<file path="config.mk">
export PLATFORM = sky130hd
export DESIGN_NAME = bus_port_fifo
export DESIGN_NICKNAME = d
export VERILOG_FILES = /design/src/rtl/bus_port_fifo.sv
export SDC_FILE = /design/constraint.sdc
export NUM_CORES = 1
export LEC_CHECK = 0
export ABC_CLOCK_PERIOD_IN_PS = 2700
export CAP_MARGIN = 20
export CORE_MARGIN = 4
export CORE_UTILIZATION = 45
export DETAILED_ROUTE_END_ITERATION = 8
export PLACE_DENSITY_LB_ADDON = 0.05
export REMOVE_ABC_BUFFERS = 1
export SYNTH_ARGS = -nofsm -noshare
export SYNTH_HDL_FRONTEND = slang
export SYNTH_SLANG_ARGS = --single-unit
</file>
<file path="constraint.sdc">
create_clock -name clk -period 2.7 [get_ports clk]
set_input_delay 0.27 -clock clk [delete_from_list [all_inputs] [get_ports clk]]
set_output_delay 0.27 -clock clk [all_outputs]
set_load 0.02 [all_outputs]
</file>
<file path="src/rtl/bus_port_fifo.sv">
// Per-device transmit queue that feeds the shared-bus arbiter.
// First-word-fall-through, with an occupancy count and sticky error flags.
module bus_port_fifo #(
    parameter  int pckg_size = 8,
    parameter  int depth     = 16,
    localparam int cnt_w     = $clog2(depth) + 1
) (
    input  logic                 clk,
    input  logic                 reset,
    input  logic                 push,
    input  logic [pckg_size-1:0] D_push,
    output logic                 full,
    output logic                 pndng,
    output logic [pckg_size-1:0] D_pop,
    input  logic                 pop,
    output logic [cnt_w-1:0]     count,
    output logic                 overflow,
    output logic                 underflow,
    input  logic                 clr_err
);
    localparam int ptr_w = $clog2(depth);
    localparam logic [ptr_w-1:0] last_idx = ptr_w'(depth - 1);
    localparam logic [cnt_w-1:0] depth_c  = cnt_w'(depth);

    logic [pckg_size-1:0] mem [depth];
    logic [ptr_w-1:0]     wr_ptr, rd_ptr;
    logic                 empty_q, full_q;
    logic                 pop_acc, push_acc, pop_err, push_err;

    assign empty_q = (count == '0);
    assign full_q  = (count == depth_c);

    // A pop frees a slot in the same edge, so a full queue still takes a push.
    assign pop_acc  = pop && !empty_q;
    assign pop_err  = pop && empty_q;
    assign push_acc = reset && push && (!full_q || pop_acc);
    assign push_err = push && full_q && !pop_acc;

    assign pndng = !empty_q;
    assign full  = full_q;
    assign D_pop = empty_q ? '0 : mem[rd_ptr];

    // Storage has no reset; contents are only visible through count.
    always_ff @(posedge clk) begin
        if (push_acc)
            mem[wr_ptr] <= D_push;
    end

    always_ff @(posedge clk) begin
        if (!reset) begin
            wr_ptr    <= '0;
            rd_ptr    <= '0;
            count     <= '0;
            overflow  <= 1'b0;
            underflow <= 1'b0;
        end else begin
            if (pop_acc)
                rd_ptr <= (rd_ptr == last_idx) ? '0 : rd_ptr + 1'b1;
            if (push_acc)
                wr_ptr <= (wr_ptr == last_idx) ? '0 : wr_ptr + 1'b1;

            case ({push_acc, pop_acc})
                2'b10:   count <= count + 1'b1;
                2'b01:   count <= count - 1'b1;
                default: count <= count;
            endcase

            // A fresh error in the clearing cycle keeps its flag set.
            if (push_err)
                overflow <= 1'b1;
            else if (clr_err)
                overflow <= 1'b0;

            if (pop_err)
                underflow <= 1'b1;
            else if (clr_err)
                underflow <= 1'b0;
        end
    end
endmodule
</file>
# Word-level counts from Yosys, hierarchy flattened
# Memory sizes are Yosys's and may differ from the RTL's. A register that Yosys moved wholly into a read port is not among the register bits.
# Cells that the tools add are included.
[classes]
reduce_logical = 14
n_addsub = 4
eq_ne = 5
mux = 11
[ops]
columns = ["operator", "n"]
rows = [
  ["4-bit 2-to-1 mux", 4],
  ["5-bit case mux with 2 select lines", 1],
  ["4-bit by 1-bit adder with 4-bit output, second input constant", 2],
  ["4-bit equality test, second input constant", 2],
  ["8-bit 2-to-1 mux", 1],
  ["1-bit logical AND", 6],
  ["2-bit nonzero test", 3],
  ["5-bit by 1-bit adder with 5-bit output, second input constant", 1],
  ["5-bit equality test, second input constant", 1],
  ["5-bit zero test", 1],
  ["1-bit 2-to-1 mux", 5],
  ["5-bit by 1-bit subtractor with 5-bit output, second input constant", 1],
  ["1-bit zero test", 3],
  ["2-bit by 1-bit equality test with 1-bit output, second input constant", 1],
  ["2-bit equality test, second input constant", 1],
  ["1-bit logical OR", 1],
]
[totals]
word_cells = 40
input_bits = 13
memories = 1
out_inout_bits = 17
reg_bits = 15
ramBits = 128
[mem_list]
columns = ["name", "words", "width", "read_ports", "rd_ports_with_merged_regs", "wr", "line_no", "rtl"]
rows = [
  ["mem", 16, 8, 1, 1, 1, "25", "logic [pckg_size-1:0] mem [depth];"],
]

# Longest topological paths before layout
# Gate-level depths: netlist (run 1).
[logic_depth]
ltp_word = 7
depth_mapped = 9
depth_no_buf = 8

# Worst setup path after synthesis (run 1)
# No wires, ideal clock.
[synth_path]
path_kind = "flip-flop to flip-flop"
from = "reg count[3]"
to = "reg count[4]"
path_buffers = 1
arrival_time_ns = 2.583
required_ns = 2.618
setup_time_ns = 0.082
path_stages_with_launch = 9
synth_period_minus_slack_ns = 2.665
slack_ns = 0.035
path_cell_list = "dfxtp_1 > or4_4 > buf_6 > o211a_4 > ha_1 > or2_2 > o22a_1 > or4_1 > a41oi_1"
[synth_via]
elab_chain_len = 7
word_cells_on_any_way = 13
cone_classes = "2 x add/sub; 3 x eq/ne; 1 x mux; 7 x reduce/logical"
[synth_lines]
columns = ["item", "line_no", "rtl"]
rows = [
  ["start: declaration", "16", "output logic [cnt_w-1:0] count,"],
  ["start signal: assignment", "63", "2'b10: count <= count + 1'b1;"],
  ["start signal: assignment", "64", "2'b01: count <= count - 1'b1;"],
  ["start signal: assignment", "65", "default: count <= count;"],
  ["5-bit zero test", "30", "assign empty_q = (count == '0);"],
  ["1-bit zero test", "34", "assign pop_acc = pop && !empty_q;"],
  ["1-bit logical AND", "34", ""],
  ["1-bit logical OR", "36", "assign push_acc = reset && push && (!full_q || pop_acc);"],
  ["1-bit logical AND", "36", ""],
  ["2-bit by 1-bit equality test with 1-bit output / 2-bit equality test (equally long branches)", "62", "case ({push_acc, pop_acc})"],
  ["5-bit case mux with 2 select lines / 2-bit nonzero test (equally long branches)", "n/a", ""],
]
# Several ways; a longest one is shown, not always the timed one.
# A chain may end at the register's enable or synchronous reset.

# Worst setup path after layout (run 1)
# Ends and elaborated chain as after synthesis.

==> summary.md, run 1 <==
| Metric | Value |
|---|---|
| Routed len/inst | `slightly below 20 microns` |
| Pins Over Slew Limit | `0` |
| Number of DRC markers in iteration 0 | `around 270` |
| TritonCTS clock tree | `yes` |
| Clock Latency Late Sink | `slightly above 0.4 ns` |
| # setup viols final | `0` |
| Post-synth EDFFs | `128` |
| Final cell count without fillers | `slightly below 600` |
| Vias post-DR | `between 3k and 4k` |
| CTS max path bufs | `2` |
| Distinct cell type count after synthesis | `between 40 and 50` |
| Post-route ant nets | `0` |
| Setup crit start kind | `flop` |
| Setup Skew | `0.00725 ns` |
| Hold_buf cts | `0` |
| CTS root buf | `clkbuf_16` |
| Max-Cap Viols | `0` |
| Placed wire-length estimate | `7760 microns` |
| First-pass GRT wire length | `roughly 19000 microns` |
| Layout cell share with drive strength beyond 1 | `0.256` |
| Worst slew pin tran | `0.791 ns` |
| Post-synthesis cell type with the largest combined area | `edfxtp_1` |
| RSZ-0062 raised after global routing | `no` |
| Final TNS setup | `0 ns` |
| Via-to-Cell Ratio | `5.30` |
| Share of the synthesized area in the top cell type | `0.637` |
| Worst Setup SP | `count[3]` |
| Placed Cells | `559` |
| Fillers | `between 1k and 1.5k` |
| Initial antenna violation count | `0` |
| Congestion Overflow GR | `0` |
| Max_slew headroom | `0.471` |
| Core area | `between 10000 and 15000 sq um` |
| Critical path arrival | `just under 3 ns` |
| Mapped Cells | `about 340` |
| Peak supply drop | `around 500 uV` |
| Warnings from Yosys | `0` |
| Leakage power | `approximately 2.4 nW` |
| Hold path startpoint | `clr_err` |
| Vias in the first global route | `about 3.4k` |
| Residual DRC count | `0` |
| Die ar. | `15300 sq um` |
| Ys flop type | `edfxtp_1` |
| Final nets | `approximately 430` |
| Critical path type | `flop to flop` |
| Initial DRT Pass Iterations | `5` |
| Top Ports | `30` |
| Sink Count | `between 100 and 150` |
| R2R Path End | `count[4]` |
| Area growth from synthesis to layout | `20.3%` |
| Crit end category | `flop` |
| DIE WIDTH | `124 microns` |
| Top post-synthesis cells by area | `edfxtp_1 (64%), mux4_2 (12%), dfxtp_1 (6.3%)` |
| Total CTS buffers | `17` |
| Mean Syn Cell Area | `between 15 and 20 sq um` |
| Flops & latches, synth | `147` |
| Fmax | `388 MHz` |
| WL final | `11500 microns` |
| Tmin final | `roughly 2.6 ns` |
| Final instance area | `roughly 7300 sq um` |
| Worst-path fanout max | `5` |
| Period utilization | `0.955` |
| Reg clk slew, reported paths | `approximately 0.060 ns` |
| Type of the worst min-delay path | `input port to flop` |
| GRT Util Overall | `0.168` |
| Sequential fraction of the synthesis area | `0.700` |
| Setup slack, reg-to-reg | `around 0.12 ns` |
| Hold slack final | `around 0.5 ns` |
| RePlAce Congestion | `between 0.8 and 0.9` |
| Hold Vio Cnt, Final | `0` |
| # rows | `42` |
| Required @ worst endpoint | `between 3 and 4 ns` |
| Die Span Y | `roughly 120 microns` |
| Post-synth ARST share | `0` |
| Worst Setup EP | `count[4]` |
| Synth Cell Area | `6030 sq um` |
| Initial Utilization | `0.457` |
| Worst Reg-to-Reg Cells | `7` |
| H-tree depth | `4` |
| Ant. Diodes | `0` |
| Port buffer count | `29` |
| RR Startpoint | `count[3]` |
| PD cells | `~850 nW/um^2` |
| Status | `finished clean` |
| Placed cell area | `6720 sq um` |
| Largest net degree at the start of global routing | `23` |
[through the flow]
stage                     total power [mW]  worst slack [ns]  utilization
final                                 6.20             0.123        0.550
after global routing                  6.50            0.0126        0.550
after CTS                             6.27           0.00924        0.550
after detailed placement              4.26             0.116        0.509
after global placement                4.25             0.181        0.509
after floorplan                       3.57            0.0356            -
[how the worst min path moves through the flow]
stage	end	slack, ns	cells past startpoint
5_1_grt	overflow	0.51	4
6_report	overflow	0.50	4
2_1_floorplan	mem[0][0]	0.37	0
3_3_place_gp	overflow	0.48	2
3_5_place_dp	overflow	0.48	2
4_1_cts	overflow	0.48	4
[state kept, by name, indices dropped and copies added (netlist names), named ones only]
| name | flops |
|---|---|
| count | 5 |
| mem | 128 |
| overflow | 1 |
| rd_ptr | 4 |
| underflow | 1 |
| wr_ptr | 4 |
[layer usage]
layer  vias up  part of all wire  GRT usage
met1      1575              0.45      0.220
met2        65              0.50      0.271
met3        14             0.038     0.0486
met5         -                 0          0
li1       1494                 -          -
met4         0             0.012     0.0540
[worst max-delay path: stages (launching register included)]
cell and delay [ns]:
dfxtp_1 0.35, or4_4 0.55, o211a_4 0.27, ha_1 0.22
or2_2 0.31, o22a_1 0.20, or4_1 0.43, a41oi_2 0.16
[synthesized netlist by cell type, types with 2 or more instances]
master and n:
edfxtp_1 128, ha_1 8, buf_1 3, nor3_1 4
o211ai_1 3, a211oi_1 17, mux2i_1 13, a21oi_1 5
or3b_2 2, mux4_2 32, xor2_1 2, o21ai_0 6
clkbuf_1 6, nand2_1 17, inv_1 8, nand3_1 3
nand2b_1 5, and3_1 2, nor2b_1 10, nor2_1 17
dfxtp_1 19, buf_2 6
[cell families (layout without fill, tap and decap cells)]
| group | after synthesis | in the layout | synth area share |
|---|---|---|---|
| XOR/XNOR | 3 | 3 | 0.00436 |
| multiplexers | 45 | 45 | 0.141 |
| AND/OR/NAND/NOR | 68 | 68 | 0.0581 |
| buffers and inverters | 27 | 102 | 0.0201 |
| AO/OA/AOI/OAI | 44 | 44 | 0.0564 |
| flip-flops | 147 | 147 | 0.700 |
| adder cells (fa/ha/maj) | 9 | 9 | 0.0199 |
[report_power, final]
group / internal, mW / total (mW) / leakage (nW) / switching, mW
sequential: 2.55 / 2.62 / 1.31 / 0.0693
combinational: 0.695 / 1.53 / 0.821 / 0.833
clock: 1.23 / 2.05 / 0.249 / 0.820
[cell usage in the layout, fill, tap and decap left out, types with 2 or more instances in the layout]
cell type,instances
edfxtp_1,128
mux4_2,32
buf_4,30
clkdlybuf4s50_1,21
nand2_1,17
nor2_1,17
clkbuf_16,17
dfxtp_1,16
a211oi_1,15
mux2i_1,13
nor2b_1,10
inv_1,8
ha_1,8
clkinv_1,7
o21ai_0,6
nand2b_1,5
a21oi_1,5
clkbuf_2,5
nor3_1,4
clkbuf_1,4
nand3_1,3
o211ai_1,3
clkinv_2,3
buf_12,3
a211oi_2,2
xor2_1,2
and3_1,2
or3b_2,2
dfxtp_4,2
dlygate4sd2_1,2
[what timing repair did]
action	CTS	global route
gates resized for setup	16	16
pin swaps	0	0
endpoints found under the setup margin	8	9
buffers inserted	3	1
[final cells by class]
type | instances | area (sq um) | share of cell area
repair buffers | 62 | 549 | 0.0757
clock inverters | 10 | 67.6 | 0.00931
clock buffers | 21 | 440 | 0.0607
flip-flops and latches | 147 | 4230 | 0.583
well taps | 176 | 220 | 0.0304
multi-input cells | 169 | 1710 | 0.236
inverters | 9 | 33.8 | 0.00466
(Power assumes the default switching activity.)
==> run 2, diff against run 1 <==
- ABC_CLOCK_PERIOD_IN_PS: 2700 -> 2600
- clock period: 2.7 -> 2.6 ns (I/O delays scaled with it)
==> run 2 against run 1 <==
Largest power group unchanged. Power is 8.9% higher. Worst setup slack worse by 0.015 ns. Sequential share of layout area is 0.95 points lower. Core utilization is 0.83 points higher. Final area is 1.5% higher. Combinational power is 13% higher. Critical path type is now flop to primary output. Critical path depth is 1 lower. Hold slack worse by 0.015 ns.
==> summary.md, run 2 (synthesis gave the netlist of run 1 again) <==
| Metric | Value |
|---|---|
| GRT Util Overall | `0.170` |
| Max-Cap Viols | `0` |
| Area growth from synthesis to layout | `22.1%` |
| Peak supply drop | `around 840 uV` |
| Layout cell share with drive strength beyond 1 | `0.269` |
| Layer with the highest usage | `met2` |
| Total CTS buffers | `17` |
| Setup ws final | `between 0.1 and 0.15 ns` |
| Pre-CTS setup slack | `between 0.07 and 0.08 ns` |
| Via-to-Cell Ratio | `roughly 5.4` |
| Biggest register | `mem` |
| Clock Latency Late Sink | `just over 0.4 ns` |
| First-pass GRT wire length | `between 15000 and 20000 microns` |
| Most common cell after layout, fill and taps aside | `edfxtp_1` |
| Type of the worst min-delay path | `input port to flop` |
| Critical path arrival | `~2.2 ns` |
| Placed cell area | `roughly 6800 sq um` |
| Largest register FFs | `roughly 130` |
| Final nets | `around 430` |
| Initial Utilization | `0.457` |
| Pins Over Slew Limit | `0` |
| TritonCTS clock tree | `yes` |
| Status | `finished clean` |
| Met2 Track Usage GR | `0.283` |
| Hold Vio Cnt, Final | `0` |
| PD cells | `just over 900 nW/um^2` |
| CTS max path bufs | `2` |
| Congestion Overflow GR | `0` |
| # setup viols final | `0` |
| Required @ worst endpoint | `~2.3 ns` |
| Biggest registers after layout | `mem x128, count x5` |
| Port buffer count | `29` |
| Setup crit start kind | `flop` |
| Worst-path fanout max | `11` |
| Largest net degree at the start of global routing | `33` |
| Worst slew pin tran | `approximately 0.86 ns` |
| Multi-input logic area | `roughly 1700 sq um` |
| Hold path startpoint | `clr_err` |
| H-tree depth | `4` |
| DIE WIDTH | `124 microns` |
| RR Startpoint | `count[3]` |
| Total power | `a little under 7 mW` |
| Grt met3 use | `0.0550` |
| RSZ-0062 raised after global routing | `yes` |
| WL final | `~12000 microns` |
| Leakage power | `between 2 and 2.5 nW` |
| Crit end category | `primary output` |
| Vias post-DR | `roughly 3.2k` |
| Die ar. | `between 15000 and 20000 sq um` |
| Met1 usage | `0.215` |
| Most frequent cells in the layout | `edfxtp_1 (128), mux4_2 (32), buf_4 (29), clkdlybuf4s50_1 (20)` |
| Fmax | `401 MHz` |
| Placed wire-length estimate | `between 7000 and 8000 microns` |
| Routed len/inst | `19.4 microns` |
| Period utilization | `0.959` |
| Reg clk slew, reported paths | `about 0.060 ns` |
| Residual DRC count | `0` |
| Initial antenna violation count | `0` |
| Vias in the first global route | `between 3k and 4k` |
| # rows | `42` |
| CTS root buf | `clkbuf_16` |
| Register area | `4230 sq um` |
| Placed Cells | `~560` |
| Die Span Y | `between 100 and 150 microns` |
| Max_slew headroom | `0.421` |
| Ant. Diodes | `0` |
| RePlAce Congestion | `0.780` |
| Top Ports | `30` |
| Critical path type | `flop to primary output` |
| Final instance area | `between 7000 and 8000 sq um` |
| Initial DRT Pass Iterations | `4` |
| Tmin final | `2.49 ns` |
| Setup Skew | `approximately 0.006 ns` |
| Post-route ant nets | `0` |
| Final cell count without fillers | `596` |
| Number of DRC markers in iteration 0 | `about 230` |
| Core area | `approximately 13000 sq um` |
| Hold slack final | `0.481 ns` |
| Sink Count | `147` |
| Fillers | `about 1.1k` |
==> run 2: repair_timing <==
item / in CTS / in global routing
gates resized for setup: 14 / 10
buffers inserted: 0 / 1
setup endpoints to repair: 9 / 10
endpoints found under the hold margin: 0 / 0
hold buffers: 0 / 0
==> run 2: final timing paths <==
| path | endpoint | slack, ns | depth (start not counted) |
|---|---|---|---|
| worst max-delay path | D_pop[4] | 0.11 | 6 |
| worst min-delay path | overflow | 0.48 | 4 |
| worst max register to register | count[4] | 0.13 | 7 |
| worst min register to register | overflow | 0.50 | 2 |
==> run 2: layout make-up <==
type | instances | share of cell area
tap | 176 | 0.0299
timing repair buffer | 63 | 0.0799
multi-input combinational | 169 | 0.234
sequential | 147 | 0.574
clock buffer | 23 | 0.0635
inverter | 9 | 0.00459
clock inverter | 9 | 0.0143
==> run 2: critical path, cell delays in order, from the launching register on <==
cell           delay, ns
dfxtp_2             0.36
buf_12              0.16
mux4_2              0.51
nor2b_1             0.14
a211oi_1            0.24
a211oi_1            0.08
dlygate4sd2_1       0.33
==> run 2: metrics by stage <==
step,setup TNS (ns),util
floorplan,-0.445,-
global placement,0,0.513
detailed placement,0,0.513
CTS,-0.0400,0.557
global route,-0.0760,0.558
finish,0,0.558
==> run 2: power breakdown <==
part | switching [mW] | internal [mW]
Clock | 0.876 | 1.46
Sequential | 0.0488 | 2.65
Combinational | 0.919 | 0.808
==> run 2: per-layer routing <==
layer / vias up / wire, microns
met5: - / 0
met4: 0 / 59
met3: 4 / 348
met2: 59 / 5990
met1: 1651 / 5150
li1: 1496 / -
